--- config.mk ---
export PLATFORM = sky130hd
export DESIGN_NAME = xmodem_rx_ctrl_flat
export DESIGN_NICKNAME = d
export VERILOG_FILES = /design/src/rtl/xmodem_rx_ctrl_if.sv /design/src/rtl/xmodem_rx_ctrl.sv /design/src/flat_wrapper.sv
export SDC_FILE = /design/constraint.sdc
export NUM_CORES = 1
export LEC_CHECK = 0
export ABC_AREA = 0
export BUFFER_PORTS_ARGS = -buffer_cell sky130_fd_sc_hd__buf_2
export CORE_MARGIN = 2
export CORE_UTILIZATION = 40
export DETAILED_ROUTE_END_ITERATION = 7
export PLACE_DENSITY_LB_ADDON = 0.2
export SLEW_MARGIN = 10
export SYNTH_ARGS = -nofsm -noshare
export SYNTH_HDL_FRONTEND = slang
export SYNTH_SLANG_ARGS = --single-unit
--- constraint.sdc ---
create_clock -name clk -period 4 [get_ports clk]
set_input_delay 0.8 -clock clk [delete_from_list [all_inputs] [get_ports clk]]
set_output_delay 0.8 -clock clk [all_outputs]
set_load 0.05 [all_outputs]
--- src/rtl/xmodem_rx_ctrl_if.sv ---
// rtl/xmodem_rx_ctrl_if.sv - byte-stream, response and scene-memory write signals of the XMODEM receiver
interface xmodem_rx_ctrl_if #(
    parameter int ADDR_W = 15
);
    logic [7:0]        rx_data;
    logic              rx_valid;
    logic [7:0]        tx_data;
    logic              tx_valid;
    logic              tx_ready;
    logic [ADDR_W-1:0] wr_addr;
    logic [7:0]        wr_data;
    logic              wr_en;

    modport master (
        output rx_data, rx_valid, tx_ready,
        input  tx_data, tx_valid, wr_addr, wr_data, wr_en
    );

    modport slave (
        input  rx_data, rx_valid, tx_ready,
        output tx_data, tx_valid, wr_addr, wr_data, wr_en
    );
endinterface

--- src/rtl/xmodem_rx_ctrl.sv ---
// rtl/xmodem_rx_ctrl.sv - XMODEM (checksum) receiver writing payload to scene memory
module xmodem_rx_ctrl #(
    parameter int BLOCK_BYTES = 128,
    parameter int ADDR_W      = 15,
    parameter int TIMEOUT_CYC = 50_000_000
) (
    input  logic              clk,
    input  logic              rst_b,
    input  logic              start,
    xmodem_rx_ctrl_if.slave   bus,
    output logic              busy,
    output logic              done,
    output logic [ADDR_W:0]   num_bytes,
    output logic [7:0]        nak_count
);
    localparam int IDX_W = $clog2(BLOCK_BYTES);

    localparam logic [7:0] SOH = 8'h01;
    localparam logic [7:0] EOT = 8'h04;
    localparam logic [7:0] ACK = 8'h06;
    localparam logic [7:0] NAK = 8'h15;

    localparam logic [3:0] IDLE           = 4'd0;
    localparam logic [3:0] SEND_START_NAK = 4'd1;
    localparam logic [3:0] WAIT_SOH       = 4'd2;
    localparam logic [3:0] BLK            = 4'd3;
    localparam logic [3:0] BLK_INV        = 4'd4;
    localparam logic [3:0] DATA           = 4'd5;
    localparam logic [3:0] CSUM           = 4'd6;
    localparam logic [3:0] RESP           = 4'd7;
    localparam logic [3:0] DONE           = 4'd8;

    logic [3:0]        state;
    logic [7:0]        expected;
    logic [7:0]        blk;
    logic [7:0]        csum;
    logic [IDX_W-1:0]  idx;
    logic              hdr_ok;
    logic              dup;
    logic              eot;
    logic [ADDR_W-1:0] blk_acc;
    logic [31:0]       tcnt;

    logic              timed;
    logic              tmo;
    logic              hs;
    logic [ADDR_W-1:0] blk_sel;

    assign timed        = (state == BLK) || (state == BLK_INV) || (state == DATA) || (state == CSUM);
    assign tmo          = timed && !bus.rx_valid && (tcnt == 32'(TIMEOUT_CYC - 1));
    assign bus.tx_valid = (state == SEND_START_NAK) || (state == RESP);
    assign hs           = bus.tx_valid && bus.tx_ready;
    assign busy         = (state != IDLE) && (state != DONE);
    assign done         = (state == DONE);
    // A duplicate block rewrites the slot of the last accepted block
    assign blk_sel      = dup ? blk_acc - 1'b1 : blk_acc;

    always_ff @(posedge clk or negedge rst_b) begin
        if (!rst_b) begin
            state       <= IDLE;
            bus.tx_data <= 8'h00;
            bus.wr_en   <= 1'b0;
            bus.wr_addr <= '0;
            bus.wr_data <= 8'h00;
            num_bytes   <= '0;
            nak_count   <= 8'h00;
            expected    <= 8'd1;
            blk_acc     <= '0;
            blk         <= 8'h00;
            csum        <= 8'h00;
            idx         <= '0;
            hdr_ok      <= 1'b0;
            dup         <= 1'b0;
            eot         <= 1'b0;
            tcnt        <= '0;
        end else begin
            bus.wr_en <= 1'b0;
            if (timed) tcnt <= bus.rx_valid ? 32'd0 : tcnt + 32'd1;
            else       tcnt <= 32'd0;

            if (tmo) begin
                state       <= RESP;
                bus.tx_data <= NAK;
                eot         <= 1'b0;
            end else begin
                case (state)
                    IDLE, DONE: begin
                        if (start) begin
                            state       <= SEND_START_NAK;
                            bus.tx_data <= NAK;
                            num_bytes   <= '0;
                            nak_count   <= 8'h00;
                            blk_acc     <= '0;
                            expected    <= 8'd1;
                            eot         <= 1'b0;
                            tcnt        <= 32'd0;
                        end
                    end
                    SEND_START_NAK: begin
                        if (hs) begin
                            state     <= WAIT_SOH;
                            nak_count <= nak_count + 8'd1;
                        end
                    end
                    WAIT_SOH: begin
                        if (bus.rx_valid) begin
                            if (bus.rx_data == SOH) begin
                                state <= BLK;
                            end else if (bus.rx_data == EOT) begin
                                state       <= RESP;
                                bus.tx_data <= ACK;
                                eot         <= 1'b1;
                            end
                        end
                    end
                    BLK: begin
                        if (bus.rx_valid) begin
                            blk   <= bus.rx_data;
                            state <= BLK_INV;
                        end
                    end
                    BLK_INV: begin
                        if (bus.rx_valid) begin
                            hdr_ok <= (bus.rx_data == ~blk) &&
                                      ((blk == expected) || (blk == expected - 8'd1));
                            dup    <= (blk == expected - 8'd1);
                            idx    <= '0;
                            csum   <= 8'h00;
                            state  <= DATA;
                        end
                    end
                    DATA: begin
                        if (bus.rx_valid) begin
                            csum <= csum + bus.rx_data;
                            idx  <= idx + 1'b1;
                            if (hdr_ok) begin
                                bus.wr_en   <= 1'b1;
                                bus.wr_data <= bus.rx_data;
                                bus.wr_addr <= ADDR_W'({blk_sel, idx});
                            end
                            if (idx == IDX_W'(BLOCK_BYTES - 1)) state <= CSUM;
                        end
                    end
                    CSUM: begin
                        if (bus.rx_valid) begin
                            if (hdr_ok && (bus.rx_data == csum)) begin
                                bus.tx_data <= ACK;
                                if (!dup) begin
                                    blk_acc   <= blk_acc + 1'b1;
                                    expected  <= expected + 8'd1;
                                    num_bytes <= num_bytes + (ADDR_W+1)'(BLOCK_BYTES);
                                end
                            end else begin
                                bus.tx_data <= NAK;
                            end
                            eot   <= 1'b0;
                            state <= RESP;
                        end
                    end
                    RESP: begin
                        if (hs) begin
                            if ((bus.tx_data == NAK) && (nak_count != 8'hFF))
                                nak_count <= nak_count + 8'd1;
                            state <= eot ? DONE : WAIT_SOH;
                        end
                    end
                    default: state <= IDLE;
                endcase
            end
        end
    end
endmodule

--- src/flat_wrapper.sv ---
// flat-port wrapper written by rule: the top's interface ports become plain ports
module xmodem_rx_ctrl_flat 
#(
    parameter int BLOCK_BYTES = 128,
    parameter int ADDR_W      = 15,
    parameter int TIMEOUT_CYC = 50_000_000
)
  (clk, rst_b, start, busy, done, num_bytes, nak_count, bus_rx_data, bus_rx_valid, bus_tx_ready, bus_tx_data, bus_tx_valid, bus_wr_addr, bus_wr_data, bus_wr_en);
  xmodem_rx_ctrl_if #(.ADDR_W(ADDR_W)) bus_i ();
  input  logic clk;
  input  logic rst_b;
  input  logic start;
  output logic busy;
  output logic done;
  output logic [ADDR_W:0] num_bytes;
  output logic [7:0] nak_count;
  input wire logic [$bits(bus_i.rx_data)-1:0] bus_rx_data;
  input wire logic [$bits(bus_i.rx_valid)-1:0] bus_rx_valid;
  input wire logic [$bits(bus_i.tx_ready)-1:0] bus_tx_ready;
  output wire logic [$bits(bus_i.tx_data)-1:0] bus_tx_data;
  output wire logic [$bits(bus_i.tx_valid)-1:0] bus_tx_valid;
  output wire logic [$bits(bus_i.wr_addr)-1:0] bus_wr_addr;
  output wire logic [$bits(bus_i.wr_data)-1:0] bus_wr_data;
  output wire logic [$bits(bus_i.wr_en)-1:0] bus_wr_en;
  assign bus_i.rx_data = bus_rx_data;
  assign bus_i.rx_valid = bus_rx_valid;
  assign bus_i.tx_ready = bus_tx_ready;
  assign bus_tx_data = bus_i.tx_data;
  assign bus_tx_valid = bus_i.tx_valid;
  assign bus_wr_addr = bus_i.wr_addr;
  assign bus_wr_data = bus_i.wr_data;
  assign bus_wr_en = bus_i.wr_en;
  xmodem_rx_ctrl #(.BLOCK_BYTES(BLOCK_BYTES), .ADDR_W(ADDR_W), .TIMEOUT_CYC(TIMEOUT_CYC)) u_core (.clk(clk), .rst_b(rst_b), .start(start), .bus(bus_i), .busy(busy), .done(done), .num_bytes(num_bytes), .nak_count(nak_count));
endmodule
[After elaboration in Yosys (flattened, before gate mapping)]
Cells that the tools add are included.
Word-level totals
  flip-flop bits (word level): 141
  bits in latches: 0
  RAM bits: 0
  memory bits (read-only): 0
  logic and storage cells: 160
  memories kept: 0
Cells by class
  $add $sub $neg: 9
  multiply operators: 0
  div/mod/pow operators: 0
  $lt $le $gt $ge: 0
  equal/unequal tests: 40
  shift-type cells: 0
  muxes and demuxes: 65
  bitwise logic cells: 2
  reduce and logical (&&, ||, !) cells: 28
Operators with widths (count)
  $mux W32: 5
  $mux W8: 17
  $mux W16: 4
  $mux W15: 4
  $mux W4: 13
  $pmux W8 S3: 2
  $add A32 B1 Y32 const B: 1
  $eq A32 B26 Y1 const B: 1
  $eq A8 B8 Y1: 4
  $pmux W16 S2: 1
  $pmux W4 S8: 1
  $pmux W8 S2: 2
  $pmux W15 S2: 1
  $ne A3 B2 Y1 const B: 8
  $reduce_and A6 Y1: 3
  $add A16 B8 Y16 const B: 1
  $add A8 B1 Y8 const B: 2
  $eq A4 B3 Y1 const B: 4
  $sub A8 B1 Y8 const B: 2
  $add A15 B1 Y15 const B: 1
  $mux W7: 2
  $ne A2 B2 Y1 const B: 7
  $pmux W7 S2: 1
  $mux W1: 10
  29 further kinds: 47

[Logic depth before layout (Yosys ltp)]
Gate-level depths: netlist of run 1.
  depth in word-level cells: 8
  depth in mapped cells: 8
  depth with buffers taken out: 7

[Worst setup path after synthesis of run 1]
Ideal clock, no wire load.
  path type: register to output
  from: reg u_core.state[0]
  to: out done
  arrival time: 2.336 ns
  required time: 3.200 ns
  setup slack: 0.864 ns
  stages on the path, launching flop included: 6
  cell sequence: dfrtp_1 > clkbuf_1 > clkbuf_1 > clkbuf_1 > or3_1 > nor2_1
On the way
  word-level cells in the longest chain between the ends: 1
RTL lines
  start, declared: line xmodem_rx_ctrl.sv:33  | logic [3:0] state;
  start signal, assigned: line xmodem_rx_ctrl.sv:164  | state <= eot ? DONE : WAIT_SOH;
  $eq A4 B4 Y1: line xmodem_rx_ctrl.sv:54  | assign done = (state == DONE);
  end, declared: line flat_wrapper.sv:14  | output logic done;
No other way between the ends.

[Worst setup path after layout of run 1]
  from: in bus_rx_data[5]
  to: reg u_core.num_bytes[12]
On the way
  word-level cells in the longest chain between the ends: 4
RTL lines
  start, declared: line flat_wrapper.sv:17  | input wire logic [$bits(bus_i.rx_data)-1:0] bus_rx_data;
  $eq A8 B8 Y1: line xmodem_rx_ctrl.sv:146  | if (hdr_ok && (bus.rx_data == csum)) begin
  $logic_and A1 B1 Y1: line xmodem_rx_ctrl.sv:146
  $ne A2 B2 Y1 (no source line)
  $reduce_and A6 Y1 (no source line)
  end signal, assigned: line xmodem_rx_ctrl.sv:151  | num_bytes <= num_bytes + (ADDR_W+1)'(BLOCK_BYTES);
  end, declared: line xmodem_rx_ctrl.sv:13  | output logic [ADDR_W:0] num_bytes,
No other way between the ends.
A chain may end at the register's enable or synchronous reset.

==> summary.md, run 1 <==
| Metric | Value |
|---|---|
| CTS tree | `done` |
| Final min period | `3.09 ns` |
| Initial Util | `40.9%` |
| Max transition margin | `42.2%` |
| Xor/xnor share of the synthesized area | `8.53%` |
| Simple-gate portion of the synthesized area | `22.5%` |
| Worst min path class | `in2async` |
| GP Congestion | `0.891` |
| Power Density | `682 nW/um^2` |
| Post-DRT Antenna Nets | `0` |
| Vias per cell | `5.47` |
| Slew @ Worst Pin | `0.867 ns` |
| Crit path kind | `in2reg` |
| CP Cell Sequence | `buf_2 > ha_1 > or4b_1 > o31a_1 > or3_1 > o311ai_0 > o41ai_1` |
| Reg2reg start | `u_core.csum[5]` |
| Initial antenna violation count | `0` |
| Slowest cell on the critical path | `or4b_1` |
| Core Area | `16600 um^2` |
| R2r setup slk | `1.07 ns` |
| Adder-cell area share of the yosys netlist | `3.06%` |
| Clock Latency Late Sink | `0.42 ns` |
| Area leader, netlist | `dfrtp_1` |
| CTS Hold Bufs | `0` |
| Total die area | `18000 um^2` |
| Synth Cell Area | `6780 um^2` |
| Diode count | `0` |
| CTS clk-pin slew, worst paths | `0.06 ns` |
| Peak VDD IR | `0.332 mV` |
| Max Clock Freq | `0.323 GHz` |
| Clock Sinks | `122` |
| IO Count | `72` |
| Pin count of the biggest net entering global routing | `64` |
| Filler instances | `1578` |
| Routed via count | `5398` |
| First-pass GRT wire length | `26600 um` |
| Final net count | `783` |
| Fin crit share | `77.4%` |
| Post-CTS Setup Repair Bufs | `0` |
| Ranking of synthesized cells by area | `dfrtp_1 (45%), xnor2_1 (4.8%), mux2_2 (4.2%), xor2_1 (3.7%), nand2_1 (3.5%)` |
| Vias in the first global route | `5271` |
| GRT overflow | `0` |
| Layout cells sized above 1 | `19.3%` |
| Clk root buf | `clkbuf_16` |
| Cell variety after synth | `63` |
| RSZ-0062 raised after global routing | `false` |
| Iter 0 DRT Violations | `302` |
| Setup violators final | `0` |
| CTS Buf Count | `17` |
| FF-to-FF End | `u_core.num_bytes[12]` |
| Async SR Flop Fraction | `100%` |
| CTS max path bufs | `2` |
| Port Buffer Count | `60` |
| Pre-antenna DRT Iters | `5` |
| Most frequent cells after synthesis | `dfrtp_1 (121), nand2_1 (63), nor2_1 (61)` |
| Core Rows | `47` |
| Total power | `0.00538 W` |
| Outcome | `finished clean` |
| Post-Route WL | `15600 um` |
| Ys flop type | `dfrtp_1` |
| FF+latch count, synth | `122` |
| CP required | `4.28 ns` |
| Critical Path Source | `bus_rx_data[5]` |
| Skew final | `0.00619 ns` |
| Compound-gate portion of the synthesized area | `11.4%` |
| Worst-case reg-to-reg path depth | `6` |
| Die W | `134 um` |
| Max Fanout on Critical Path | `9` |
| Yosys warning total | `0` |
| Leak | `3.54 nW` |
| DRC | `0` |
| Sequential share of the synthesized area | `45.1%` |
| Reg area | `3050 um^2` |
| Die Y | `134 um` |
| Final Hold Fails | `0` |
| Layout area overhead | `16.4%` |
| Max cap viols | `0` |
| Hpwl dp | `10900 um` |
| Mux contribution to synthesized area | `5.04%` |
| H-tree depth | `4` |
| Yosys top cell area share | `44.7%` |
| Syn Inst Count | `699` |
| Slew Limit Fails | `0` |
| Number of enable flip-flop cells after synthesis | `0` |
| Crit path capture type | `register` |
| PostCTS Resize Cnt | `0` |
| Startpoint Class | `input port` |
| Mapped Avg Cell Area | `9.69 um^2` |
| Main combinational cell family by area after synthesis | `simple AND/OR/NAND/NOR gates` |
| Final TNS setup | `0 ns` |
| Worst endpoint data arrival time | `3.38 ns` |
| Count leader, synth | `dfrtp_1` |
| Wire length per cell | `15.8 um` |
| CP max stage delay | `0.55 ns` |
| Area occupied by multi-input gates | `3470 um^2` |
| GRT Total Usage | `18.2%` |
==> worst max-delay path by stage <==
stage	end	slack [ns]	cells after the start
3_5_place_dp	u_core.num_bytes[12]	0.49	7
5_1_grt	u_core.num_bytes[12]	0.76	7
6_report	u_core.num_bytes[12]	0.91	7
4_1_cts	bus_tx_valid	0.92	4
2_1_floorplan	done	0.86	5
3_3_place_gp	u_core.num_bytes[15]	0.57	7
==> per-stage QoR <==
| stage | std cells | hold WS, ns | util (%) | setup slack (ns) | area, um^2 |
|---|---|---|---|---|---|
| after floorplan | 709 | 0.453 | - | 0.864 | 6810 |
| after global placement | 955 | 0.458 | 43.8 | 0.567 | 7260 |
| after detailed placement | 955 | 0.466 | 43.8 | 0.487 | 7260 |
| after CTS | 987 | 0.479 | 47.6 | 0.922 | 7890 |
| after global routing | 987 | 0.499 | 47.6 | 0.759 | 7890 |
| final | 987 | 0.464 | 47.6 | 0.905 | 7890 |
==> final cells by class <==
| class | count | area share [%] |
|---|---|---|
| Multi-Input combinational cell | 523 | 44.0 |
| Sequential cell | 122 | 38.7 |
| Clock buffer | 17 | 5.39 |
| Timing Repair Buffer | 69 | 4.85 |
| Tap cell | 220 | 3.49 |
| Clock inverter | 15 | 2.55 |
| Inverter | 21 | 0.999 |
==> power breakdown <==
group          internal, W  switching (W)  total [W]
registers          0.00149       0.000347    0.00184
clock network      0.00104       0.000590    0.00163
logic             0.000696        0.00121    0.00191
==> placed cells by master, fill, tap and decap left out, types with 9 or more instances in the layout <==
cell type	Yosys	final
dfrtp_1	121	121
nand2_1	63	63
nor2_1	61	61
buf_2	1	59
xnor2_1	37	37
o21ai_0	36	36
xor2_1	29	29
nand3_1	28	28
a21oi_1	27	27
mux2_2	25	25
inv_1	21	21
nand4_1	19	19
clkbuf_16	0	17
ha_1	15	15
nor3_1	14	14
nor4_1	12	12
or3_1	11	11
conb_1	1	11
buf_4	12	9
==> flip-flops by register name (all words and copies together), names as in the netlist, 3 cells and up <==
| register | cells |
|---|---|
| u_core.tcnt | 32 |
| u_core.bus.wr_addr | 15 |
| u_core.num_bytes | 9 |
| u_core.blk | 8 |
| u_core.blk_acc | 8 |
| u_core.bus.wr_data | 8 |
| u_core.csum | 8 |
| u_core.expected | 8 |
| u_core.nak_count | 8 |
| u_core.idx | 7 |
| u_core.state | 4 |
| u_core.bus.tx_data | 3 |
==> routing by layer <==
layer  vias up  part of all wire (%)  global-route usage [%]
met1      2634                    46                    24.2
met3        27                   3.9                    3.85
met4         0                   1.8                    6.37
met5         -                     0                       0
li1       2605                     -                       -
met2       132                    48                    29.8
==> kinds of logic after synthesis <==
kind of cell	Yosys count
fa+ha+maj	16
xor+xnor	66
buf+inv	64
other cells	1
flops	122
mux	31
compound gates	119
simple gates	280
==> worst max-delay path, delay by kind of cell <==
family | cells | cell delay (ns)
adder cells (fa/ha/maj) | 1 | 0.39
buffers and inverters | 1 | 0.15
AND/OR/NAND/NOR | 2 | 1.05
AO/OA/AOI/OAI | 3 | 0.98
No activity file was read; power rests on OpenSTA's default activity.
==> run 2: changes to the inputs <==
--- a/config.mk
+++ b/config.mk
@@ -5,7 +5,7 @@
 export SDC_FILE = /design/constraint.sdc
 export NUM_CORES = 1
 export LEC_CHECK = 0
-export ABC_AREA = 0
+export ABC_AREA = 1
 export BUFFER_PORTS_ARGS = -buffer_cell sky130_fd_sc_hd__buf_2
 export CORE_MARGIN = 2
 export CORE_UTILIZATION = 40
==> constraint.sdc (replaced) <==
create_clock -name clk -period 3.1 [get_ports clk]
set_input_delay 0.62 -clock clk [delete_from_list [all_inputs] [get_ports clk]]
set_output_delay 0.62 -clock clk [all_outputs]
set_load 0.05 [all_outputs]
==> run 2 against run 1 <==
Against the previous run: global-route usage increased by 1.5 points; clock-buffer cell count up 7; worst setup slack got worse by 0.37 ns; flip-flop and latch count is the same; first-iteration DRC count rose by 48%; register-to-register slack worse by 0.15 ns; cell area increased by 7.1%; hold slack worse by 0.20 ns; utilization is 0.68 points lower; total power rose by 14%; cell count grew 33%; highest routed layer is now met5.
==> summary.md, run 2 <==
| Metric | Value |
|---|---|
| Core Area | `18000 um^2 (was 16600 um^2)` |
| Worst min path class | `in2async (unchanged)` |
| Core Rows | `49 (was 47)` |
| Crit path kind | `reg2out (was in2reg)` |
| Port Buffer Count | `60 (unchanged)` |
| Outcome | `finished clean (unchanged)` |
| Hpwl dp | `13400 um (was 10900 um)` |
| Filler instances | `1828 (was 1578)` |
| DRC | `0 (unchanged)` |
| H-tree depth | `4 (unchanged)` |
| Pre-antenna DRT Iters | `5 (unchanged)` |
| RSZ-0062 raised after global routing | `false (unchanged)` |
| Final net count | `1101 (was 783)` |
| Number of enable flip-flop cells after synthesis | `0 (unchanged)` |
| Slowest cell on the critical path | `dfrtp_1 (was or4b_1)` |
| Most common cell after layout, fill and taps aside | `nand2_1 (was dfrtp_1)` |
| Async SR Flop Fraction | `100% (unchanged)` |
| Ranking of synthesized cells by area | `dfrtp_1 (41%), nand2_1 (15%), nor2_1 (7.5%), inv_1 (5.4%), xor2_1 (4.7%) (was dfrtp_1 (45%), xnor2_1 (4.8%), mux2_2 (4.2%), xor2_1 (3.7%), nand2_1 (3.5%))` |
| Routed via count | `6420 (was 5398)` |
| Area leader, netlist | `dfrtp_1 (unchanged)` |
| Clock Latency Late Sink | `0.43 ns (was 0.42 ns)` |
| GP Congestion | `0.922 (was 0.891)` |
| Crit path capture type | `output pin (was register)` |
| P_sw | `0.00242 W (was 0.00215 W)` |
| CTS Buf Count | `17 (unchanged)` |
| Mapped Avg Cell Area | `7.34 um^2 (was 9.69 um^2)` |
| Power share of the combinational group | `34.7% (was 35.5%)` |
| Leak | `4.07 nW (was 3.54 nW)` |
| Setup violators final | `0 (unchanged)` |
| Commonest cells after routing, fill and taps aside | `nand2_1 (297), nor2_1 (147), dfrtp_1 (121), inv_1 (107), buf_2 (59) (was dfrtp_1 (121), nand2_1 (63), nor2_1 (61), buf_2 (59), xnor2_1 (37))` |
| Synth Cell Area | `7390 um^2 (was 6780 um^2)` |
| Vias per cell | `4.88 (was 5.47)` |
| CTS Hold Bufs | `0 (unchanged)` |
| Initial Util | `41.0% (was 40.9%)` |
| Total die area | `19600 um^2 (was 18000 um^2)` |
| Clock Sinks | `122 (unchanged)` |
| Max cap viols | `0 (unchanged)` |
| First-pass GRT wire length | `31100 um (was 26600 um)` |
| CP Cell Sequence | `nand2_1 > inv_1 > nand2_1 > nand2_1 > buf_2 (was buf_2 > ha_1 > or4b_1 > o31a_1 > or3_1 > o311ai_0 > o41ai_1)` |
| Sequential share of the synthesized area | `41.3% (was 45.1%)` |
| Largest registers | `u_core.tcnt: 32 flops, u_core.bus.wr_addr: 15 flops, u_core.num_bytes: 9 flops (unchanged)` |
| Switch share | `39.5% (was 40.0%)` |
| Final min period | `2.57 ns` |
| CP required | `2.48 ns (was 4.28 ns)` |
| Power Density | `726 nW/um^2 (was 682 nW/um^2)` |
| Fin crit share | `82.9%` |
| FF+latch count, synth | `122 (unchanged)` |
| Setup ws final | `0.531 ns (was 0.905 ns)` |
| Layout area overhead | `14.4% (was 16.4%)` |
| Final Hold Fails | `0 (unchanged)` |
| Pin count of the biggest net entering global routing | `123 (was 64)` |
| Max Fanout on Critical Path | `11 (was 9)` |
| Yosys warning total | `0 (unchanged)` |
| CTS max path bufs | `2 (unchanged)` |
| Yosys top cell area share | `41.0% (was 44.7%)` |
| Worst endpoint data arrival time | `1.95 ns (was 3.38 ns)` |
| Max transition margin | `50.1% (was 42.2%)` |
| Ys flop type | `dfrtp_1 (unchanged)` |
| Worst path bufs/invs | `2 (was 1)` |
| CTS clk-pin slew, worst paths | `0.06 ns (about the same)` |
| Die Y | `140 um (was 134 um)` |
| Hold_ws | `0.260 ns (was 0.464 ns)` |
| Die W | `140 um (was 134 um)` |
| Post-Route WL | `18400 um (was 15600 um)` |
| Max reg flops | `32 (unchanged)` |
| Most frequent cells after synthesis | `nand2_1 (297), nor2_1 (147), dfrtp_1 (121) (was dfrtp_1 (121), nand2_1 (63), nor2_1 (61))` |
| Wire length per cell | `14.0 um (was 15.8 um)` |
| Clk pwr share | `32.1% (was 30.3%)` |
| Layout cells sized above 1 | `12.1% (was 19.3%)` |
| Slew @ Worst Pin | `0.746 ns (was 0.867 ns)` |
| Peak VDD IR | `0.433 mV (was 0.332 mV)` |
| Skew final | `0.00692 ns (was 0.00619 ns)` |
| Startpoint Class | `register (was input port)` |
| PostCTS Resize Cnt | `0 (unchanged)` |
| Largest register by flop count | `u_core.tcnt (unchanged)` |
| Iter 0 DRT Violations | `447 (was 302)` |
| GRT overflow | `0 (unchanged)` |
| Cell variety after synth | `44 (was 63)` |
| GRT Total Usage | `19.7% (was 18.2%)` |
| Count leader, synth | `nand2_1 (was dfrtp_1)` |
| IO Count | `72 (unchanged)` |
| Final TNS setup | `0 ns (unchanged)` |
| Post-CTS Setup Repair Bufs | `0 (unchanged)` |
| Clk root buf | `clkbuf_16 (unchanged)` |
| CTS tree | `done (unchanged)` |
| Initial antenna violation count | `3 (was 0)` |
| Syn Inst Count | `1007 (was 699)` |
| Post-DRT Antenna Nets | `0 (unchanged)` |
| Pre-CTS WS | `0.630 ns (was 0.487 ns)` |
| CP max stage delay | `0.56 ns (was 0.55 ns)` |
| Vias in the first global route | `6275 (was 5271)` |
| Worst path most repeated cell | `nand2_1` |
| Slew Limit Fails | `0 (unchanged)` |
| Max Clock Freq | `0.389 GHz` |
| Int Power | `0.00371 W (was 0.00323 W)` |
| CP top delay family | `flip-flops (was simple AND/OR/NAND/NOR gates)` |
| Sequential share of power | `33.3% (was 34.2%)` |
[run 2: through the flow]
stage | instance area (um^2) | power, W | util (%) | cells
CTS | 8450 | 0.00618 | 46.9 | 1313
global placement | 7870 | 0.00417 | 43.6 | 1282
floorplan | 7430 | 0.00374 | - | 1017
global route | 8450 | 0.00657 | 46.9 | 1315
finish | 8450 | 0.00613 | 46.9 | 1315
detailed placement | 7870 | 0.00419 | 43.6 | 1282
[run 2: worst paths after layout]
kind	from	end	slack, ns	cells after the start
setup / recovery	u_core.state[0]	bus_tx_valid	0.53	5
min in group clk	u_core.tcnt[0]	u_core.tcnt[0]	0.47	1
max in group asynchronous	rst_b	u_core.idx[5]	2.31	2
hold reg to reg	u_core.tcnt[0]	u_core.tcnt[0]	0.47	1
hold / removal	rst_b	u_core.nak_count[4]	0.26	2
setup reg to reg	u_core.state[0]	u_core.bus.wr_data[4]	0.92	7
[run 2: kinds of logic (layout without fill, tap and decap cells)]
| group | after synthesis | count (layout) | share of synthesized area [%] |
|---|---|---|---|
| AO/OA/AOI/OAI | 97 | 97 | 7.98 |
| XOR/XNOR | 58 | 58 | 6.88 |
| adder cells (fa/ha/maj) | 16 | 16 | 2.81 |
| buffers and inverters | 143 | 210 | 8.64 |
| flip-flops | 122 | 122 | 41.3 |
| other | 1 | 13 | 0.0508 |
| AND/OR/NAND/NOR | 570 | 570 | 32.3 |
[run 2: power groups by stage]
| stage | Combinational, W | Sequential (W) | Clock [W] |
|---|---|---|---|
| floorplan | 0.00166 | 0.00208 | 0 |
| detailed placement | 0.00212 | 0.00207 | 0 |
| finish | 0.00213 | 0.00204 | 0.00197 |
| global placement | 0.00211 | 0.00206 | 0 |
| global route | 0.00241 | 0.00207 | 0.00208 |
| CTS | 0.00214 | 0.00204 | 0.00200 |
[run 2: cell type report]
class | count | area, um^2 | area share (%)
tap | 229 | 287 | 3.39
clock buffer | 24 | 492 | 5.82
multi-input combinational | 752 | 3730 | 44.2
antenna | 2 | 5.00 | 0.0592
timing repair buffer | 68 | 375 | 4.44
inverter | 111 | 417 | 4.93
clock inverter | 7 | 90.1 | 1.07
sequential | 122 | 3050 | 36.1
[run 2: metal layers]
layer / GRT usage (%) / share of wire [%] / vias up
li1: - / - / 3307
met1: 25.3 / 47 / 2959
met2: 32.4 / 47 / 112
met3: 4.58 / 3.6 / 40
met4: 7.58 / 2.7 / 2
met5: 0 / 0.071 / -
